**config.mk**
```make
export PLATFORM = sky130hd
export DESIGN_NAME = bip_multicycle_core
export DESIGN_NICKNAME = d
export VERILOG_FILES = /design/src/rtl/bip_pkg.sv /design/src/rtl/bip_alu.sv /design/src/rtl/bip_multicycle_core.sv
export SDC_FILE = /design/constraint.sdc
export NUM_CORES = 1
export LEC_CHECK = 0
export ABC_AREA = 1
export CORE_ASPECT_RATIO = 1.5
export CORE_MARGIN = 5
export CORE_UTILIZATION = 35
export CTS_BUF_LIST = sky130_fd_sc_hd__clkbuf_8
export CTS_CLUSTER_SIZE = 8
export DETAILED_ROUTE_END_ITERATION = 10
export GPL_ROUTABILITY_DRIVEN = 0
export PLACE_DENSITY = 0.63
export SETUP_SLACK_MARGIN = 0.02
export SYNTH_ARGS = -nofsm -noshare
export SYNTH_HDL_FRONTEND = slang
export SYNTH_SLANG_ARGS = --single-unit
```
**constraint.sdc**
```tcl
create_clock -name i_clock -period 2.87 [get_ports i_clock]
set_clock_uncertainty 0.15 [all_clocks]
set_input_delay 0.287 -clock i_clock [delete_from_list [all_inputs] [get_ports i_clock]]
set_output_delay 0.287 -clock i_clock [all_outputs]
set_load 0.02 [all_outputs]
```
**src/rtl/bip_pkg.sv**
```systemverilog
// bip_pkg: opcodes, FSM states, ALU op encoding and decode helpers for bip_multicycle_core
package bip_pkg;
  localparam logic [4:0] OP_HLT  = 5'b00000;
  localparam logic [4:0] OP_STO  = 5'b00001;
  localparam logic [4:0] OP_LD   = 5'b00010;
  localparam logic [4:0] OP_LDI  = 5'b00011;
  localparam logic [4:0] OP_ADD  = 5'b00100;
  localparam logic [4:0] OP_ADDI = 5'b00101;
  localparam logic [4:0] OP_SUB  = 5'b00110;
  localparam logic [4:0] OP_SUBI = 5'b00111;
  localparam logic [4:0] OP_AND  = 5'b01000;
  localparam logic [4:0] OP_ANDI = 5'b01001;
  localparam logic [4:0] OP_OR   = 5'b01010;
  localparam logic [4:0] OP_ORI  = 5'b01011;
  localparam logic [4:0] OP_XOR  = 5'b01100;
  localparam logic [4:0] OP_XORI = 5'b01101;
  localparam logic [4:0] OP_JMP  = 5'b01110;
  localparam logic [4:0] OP_BEQ  = 5'b01111;
  localparam logic [4:0] OP_BNE  = 5'b10000;
  typedef enum logic [2:0] {FETCH, DECODE, EXEC, WB, HALT} state_e;
  typedef enum logic [2:0] {ALU_PASS, ALU_ADD, ALU_SUB, ALU_AND, ALU_OR, ALU_XOR} alu_op_e;
  function automatic logic is_alu(input logic [4:0] op);
    return op >= OP_LD && op <= OP_XORI;
  endfunction
  function automatic logic is_read(input logic [4:0] op);
    return is_alu(op) && !op[0];
  endfunction
  function automatic logic is_imm(input logic [4:0] op);
    return is_alu(op) && op[0];
  endfunction
  function automatic alu_op_e alu_op_of(input logic [4:0] op);
    return op[4:1] == 4'd2 ? ALU_ADD :
           op[4:1] == 4'd3 ? ALU_SUB :
           op[4:1] == 4'd4 ? ALU_AND :
           op[4:1] == 4'd5 ? ALU_OR  :
           op[4:1] == 4'd6 ? ALU_XOR : ALU_PASS;
  endfunction
endpackage

```
**src/rtl/bip_alu.sv**
```systemverilog
// bip_alu: combinational add/sub/and/or/xor/pass-b; ports a_i, b_i, op_i -> y_o
module bip_alu
  import bip_pkg::*;
#(
  parameter int NB_DATA = 16
) (
  input  logic [NB_DATA-1:0] a_i,
  input  logic [NB_DATA-1:0] b_i,
  input  alu_op_e            op_i,
  output logic [NB_DATA-1:0] y_o
);
  assign y_o = op_i == ALU_ADD ? a_i + b_i :
               op_i == ALU_SUB ? a_i - b_i :
               op_i == ALU_AND ? a_i & b_i :
               op_i == ALU_OR  ? a_i | b_i :
               op_i == ALU_XOR ? a_i ^ b_i : b_i;
endmodule

```
**src/rtl/bip_multicycle_core.sv**
```systemverilog
// bip_multicycle_core: multi-cycle accumulator core (FETCH/DECODE/EXEC/WB/HALT) over external sync RAMs
// ports: i_clock, i_reset (async high), i_valid stall; o_pc/i_instruction imem; o_data_* /i_data_rd dmem;
// status o_acc, o_instruction, o_retire, o_halted. BIP_BRANCH_EN enables JMP/BEQ/BNE, else they are NOPs.
module bip_multicycle_core
  import bip_pkg::*;
#(
  parameter int NB_DATA            = 16,
  parameter int NB_OPCODE          = 5,
  parameter int NB_OPERAND         = 11,
  parameter int LOG2_N_INSMEM_ADDR = 11,
  parameter int LOG2_N_DATA_ADDR   = 10
) (
  input  logic                          i_clock,
  input  logic                          i_reset,
  input  logic                          i_valid,
  output logic [LOG2_N_INSMEM_ADDR-1:0] o_pc,
  input  logic [NB_DATA-1:0]            i_instruction,
  output logic [LOG2_N_DATA_ADDR-1:0]   o_data_addr,
  output logic                          o_data_wr_en,
  output logic [NB_DATA-1:0]            o_data_wr,
  input  logic [NB_DATA-1:0]            i_data_rd,
  output logic [NB_DATA-1:0]            o_acc,
  output logic [NB_DATA-1:0]            o_instruction,
  output logic                          o_retire,
  output logic                          o_halted
);
  localparam int NB_EXT = NB_DATA - NB_OPERAND;
  state_e                        state_q, state_d;
  logic [LOG2_N_INSMEM_ADDR-1:0] pc_q, pc_d, pc_nxt;
  logic [NB_DATA-1:0]            acc_q, acc_d, ir_q, ir_d, imm, alu_b, alu_y;
  logic                          retire_q, retire_d;
  logic [NB_OPCODE-1:0]          opc;
  assign opc   = ir_q[NB_DATA-1 -: NB_OPCODE];
  assign imm   = {{NB_EXT{ir_q[NB_OPERAND-1]}}, ir_q[NB_OPERAND-1:0]};
  assign alu_b = state_q == WB ? i_data_rd : imm;
`ifdef BIP_BRANCH_EN
  assign pc_nxt = (opc == OP_JMP || (opc == OP_BEQ && acc_q == '0) || (opc == OP_BNE && acc_q != '0))
                  ? ir_q[LOG2_N_INSMEM_ADDR-1:0] : pc_q + 1'b1;
`else
  assign pc_nxt = pc_q + 1'b1;
`endif
  bip_alu #(.NB_DATA(NB_DATA)) u_alu (
    .a_i (acc_q),
    .b_i (alu_b),
    .op_i(alu_op_of(opc)),
    .y_o (alu_y)
  );
  always_comb begin
    state_d  = state_q;
    pc_d     = pc_q;
    acc_d    = acc_q;
    ir_d     = ir_q;
    retire_d = i_valid ? 1'b0 : retire_q;
    if (i_valid) begin
      case (state_q)
        FETCH: state_d = DECODE;
        DECODE: begin
          ir_d    = i_instruction;
          state_d = EXEC;
        end
        EXEC: begin
          pc_d     = pc_nxt;
          acc_d    = is_imm(opc) ? alu_y : acc_q;
          retire_d = opc != OP_HLT && !is_read(opc);
          state_d  = opc == OP_HLT ? HALT : is_read(opc) ? WB : FETCH;
        end
        WB: begin
          acc_d    = alu_y;
          retire_d = 1'b1;
          state_d  = FETCH;
        end
        default: ;
      endcase
    end
  end
  always_ff @(posedge i_clock or posedge i_reset) begin
    if (i_reset) begin
      state_q  <= FETCH;
      pc_q     <= '0;
      acc_q    <= '0;
      ir_q     <= '0;
      retire_q <= 1'b0;
    end else begin
      state_q  <= state_d;
      pc_q     <= pc_d;
      acc_q    <= acc_d;
      ir_q     <= ir_d;
      retire_q <= retire_d;
    end
  end
  assign o_pc          = pc_q;
  assign o_acc         = acc_q;
  assign o_instruction = ir_q;
  assign o_data_addr   = ir_q[LOG2_N_DATA_ADDR-1:0];
  assign o_data_wr     = acc_q;
  assign o_data_wr_en  = i_valid && state_q == EXEC && opc == OP_STO;
  assign o_retire      = retire_q && i_valid;
  assign o_halted      = state_q == HALT;
endmodule

```
==> key figures <==
Layout
  • Area growth from synthesis to layout: 34.7%
  • Layout cells sized above 1: 0.174
  • Final #Nets: 1024
  • Cell area after layout: 0.00712 mm^2
  • Util after Layout: 0.475
  • Final cell count without fillers: 1134
  • Ant diodes: 0

Logic synthesis
  • Synth Flop Type: dfrtp_1
  • Mapped Cells: 823
  • Netlist Area Pre-Place: 0.00529 mm^2
  • Post-synth cell types: 41
  • Top cells by area, synth: dfrtp_1 22%, nand2_1 15%, ha_1 13%
  • Post-synthesis sequential element count: 47
  • EDFF count, synth: 0
  • Seq/Total Area, Yosys: 0.222
  • Largest area contributor in the netlist: dfrtp_1
  • Avg Cell Area, Syn: 6.43 um^2
  • Synth top area share: 0.222
  • Yosys Warn Count: 0
  • Mapped Nets: 913
  • Ys async rst share: 1.00

Setup path
  • Critical Path RT: 3.01 ns
  • Worst-case reg-to-reg path depth: 21
  • Worst r2r src: state_q[0]
  • Startpoint class of the critical path: flip-flop
  • CP arrival: 2.91 ns
  • Worst reg2reg path endpoint: o_acc[14]
  • Crit path max fanout: 8
  • Setup CP Type: flip-flop to flip-flop
  • R2R Setup Slk: 0.10 ns
  • Critical Path End Type: flip-flop

Placement
  • DPL Wire Length: 13200 um
  • Buffers added on ports: 106
  • Placed cells: 1120
  • Post-DP Area: 0.00660 mm^2

Hold path
  • Worst hold path type: input pin to async pin

Global route
  • Initial antenna violation count: 0
  • Number of global-route vias before repair: 5464
  • Grt ovf: 0
  • GRT Resource Usage Total: 0.197
  • Global-route wire length before repair: 27500 um
  • Largest net degree at the start of global routing: 48

STA
  • FMAX: 361 MHz
  • Setup TNS: 0 ns
  • Slew @ Worst Pin: 0.790 ns
  • Tcrit/Tclk final: 0.964
  • Slew margin rel.: 0.472
  • Slew Viols, Final: 0
  • Fin crit period: 2.77 ns
  • Hold Fails Final Rpt: 0
  • Setup Viol. Count Final: 0
  • RSZ-0062 raised after global routing: true

CTS
  • Skew-Pair Late Insertion Delay: 0.34 ns
  • Num CTS Buffers: 5
  • Clock slew at reported path FFs: 0.12 ns
  • Root Driver: clkbuf_8
  • CTS sink count: 47
  • # H-tree levels: 2
  • CTS tree: built
  • Maximum root-to-sink buffer count: 2

Drt
  • First-pass iteration count of the detailed router: 5
  • Via/cell ratio: 4.98
  • Routed Wire Length: 17700 um
  • Drt wl/cell: 15.6 um
  • Drt drc: 0
  • Iter 0 DRT Violations: 305
  • Detail Route Antenna Nets: 0
  • Total vias in the final route: 5650

Power and ir drop
  • Power Total: 1.23 mW
  • Max VDD drop: 0.192 mV
  • Leak: 3.56 nW
  • PwrDens: 173 mW/mm^2

Die
  • Core Region: 0.0150 mm^2
  • Die Span Y: 161 um
  • Die Wd: 110 um
  • Starting density of the core: 0.353
  • Boundary Pins: 107
  • Die area: 0.0177 mm^2
  • Site Rows: 55

Job
  • Max_cap viols: 0

Run status
  • Outcome: finished clean
cells by family after synthesis:
logic type,synth area share
AO/OA/AOI/OAI,0.142
XOR/XNOR,0.0282
adder cells (fa/ha/maj),0.133
buffers and inverters,0.155
flip-flops,0.222
multiplexers,0.0128
AND/OR/NAND/NOR,0.306
worst max path at each step:
stage / from / end
2_1_floorplan: state_q[2] / o_acc[8]
3_3_place_gp: state_q[2] / o_acc[15]
3_5_place_dp: i_data_rd[0] / o_acc[8]
4_1_cts: state_q[2] / o_acc[15]
5_1_grt: state_q[0] / o_acc[14]
6_report: state_q[0] / o_acc[14]
placed cells by master (no fill, tap or decap), types with 6 or more instances in the layout:
master           Yosys  layout
o21bai_1             6       6
o21ai_1             17      17
a21oi_2              0       8
ha_4                 0      13
ha_1                53      35
nand2_1            209     197
nand3_1             67      63
nand4_1              6       6
o21ai_4              2       7
xor2_1              11      11
xnor2_1              6       6
buf_4               26      43
dfrtp_1             47      47
o21ai_0             38      35
a21oi_1             51      43
mux2_2               6       6
o21ai_2              9       7
inv_2               12      21
nand2_2              1      10
clkdlybuf4s50_1      0     106
nor2_2               1      11
inv_1              119     110
nor2_1              84      73
critical path, stage by stage, from the launching register on:
cell     delay [ns]
dfrtp_1        0.39
inv_2          0.06
nor2_4         0.16
nand2_4        0.11
buf_12         0.16
o21ai_4        0.21
ha_2           0.21
inv_2          0.05
fa_2           0.37
nand2_2        0.09
nand2_2        0.07
nand3_2        0.08
nand2_4        0.08
nand2_4        0.08
nand3_2        0.05
nand2_1        0.06
nand3_1        0.06
nand2_1        0.08
nand2_1        0.05
nand2_1        0.06
nand2_1        0.05
nand2_1        0.07
through the flow:
step	setup WS [ns]	hold slack, ns
floorplan	0.201	0.288
global placement	0.0470	0.334
detailed placement	-0.00595	0.337
CTS	0.0240	0.172
global route	-0.0733	0.193
finish	0.103	0.159
layout make-up:
cell class              instances  area [um^2]
flip-flops and latches         47         1180
multi-input cells             596         3660
clock buffers                   5         68.8
fillers                      1598         7880
clock inverters                 3         22.5
repair buffers                152         1450
well taps                     199          249
inverters                     132          498
repair_timing:
item,in CTS,in global routing
pin swaps,0,24
buffers inserted,0,5
hold buffers,0,0
gates cloned,0,1
gates resized for setup,3,89
setup endpoints to repair,6,12
synthesized netlist by cell type (3+ instances only):
library cell  instances
xor2_1               11
nand2_1             209
buf_2                11
o21ai_2               9
o21ai_0              38
clkbuf_1              6
o21bai_1              6
buf_6                 4
o21ai_1              17
nor2_1               84
inv_2                12
ha_1                 53
xnor2_1               6
dfrtp_1              47
a21o_1                3
nor3_1                6
a21oi_1              51
nand4_1               6
nand3_1              67
buf_4                26
mux2_2                6
inv_1               119
state kept, by name, summed over array words and instances (netlist names), named ones only:
| register | count |
|---|---|
| o_acc | 16 |
| o_instruction | 16 |
| o_pc | 11 |
| state_q | 3 |
routing by layer:
layer / up-vias / wire length [um] / GRT usage / share of wire
li1: 2779 / - / - / -
met1: 2628 / 6600 / 0.220 / 0.37
met2: 194 / 9450 / 0.358 / 0.53
met3: 49 / 1020 / 0.0358 / 0.058
met4: 0 / 660 / 0.0801 / 0.037
met5: - / 0 / 0 / 0
where the power goes:
part | internal (mW) | switching [mW]
combinational | 0.0505 | 0.0336
sequential | 0.664 | 0.00237
clock | 0.178 | 0.302
Note: power is estimated with default switching activity, not from simulation.
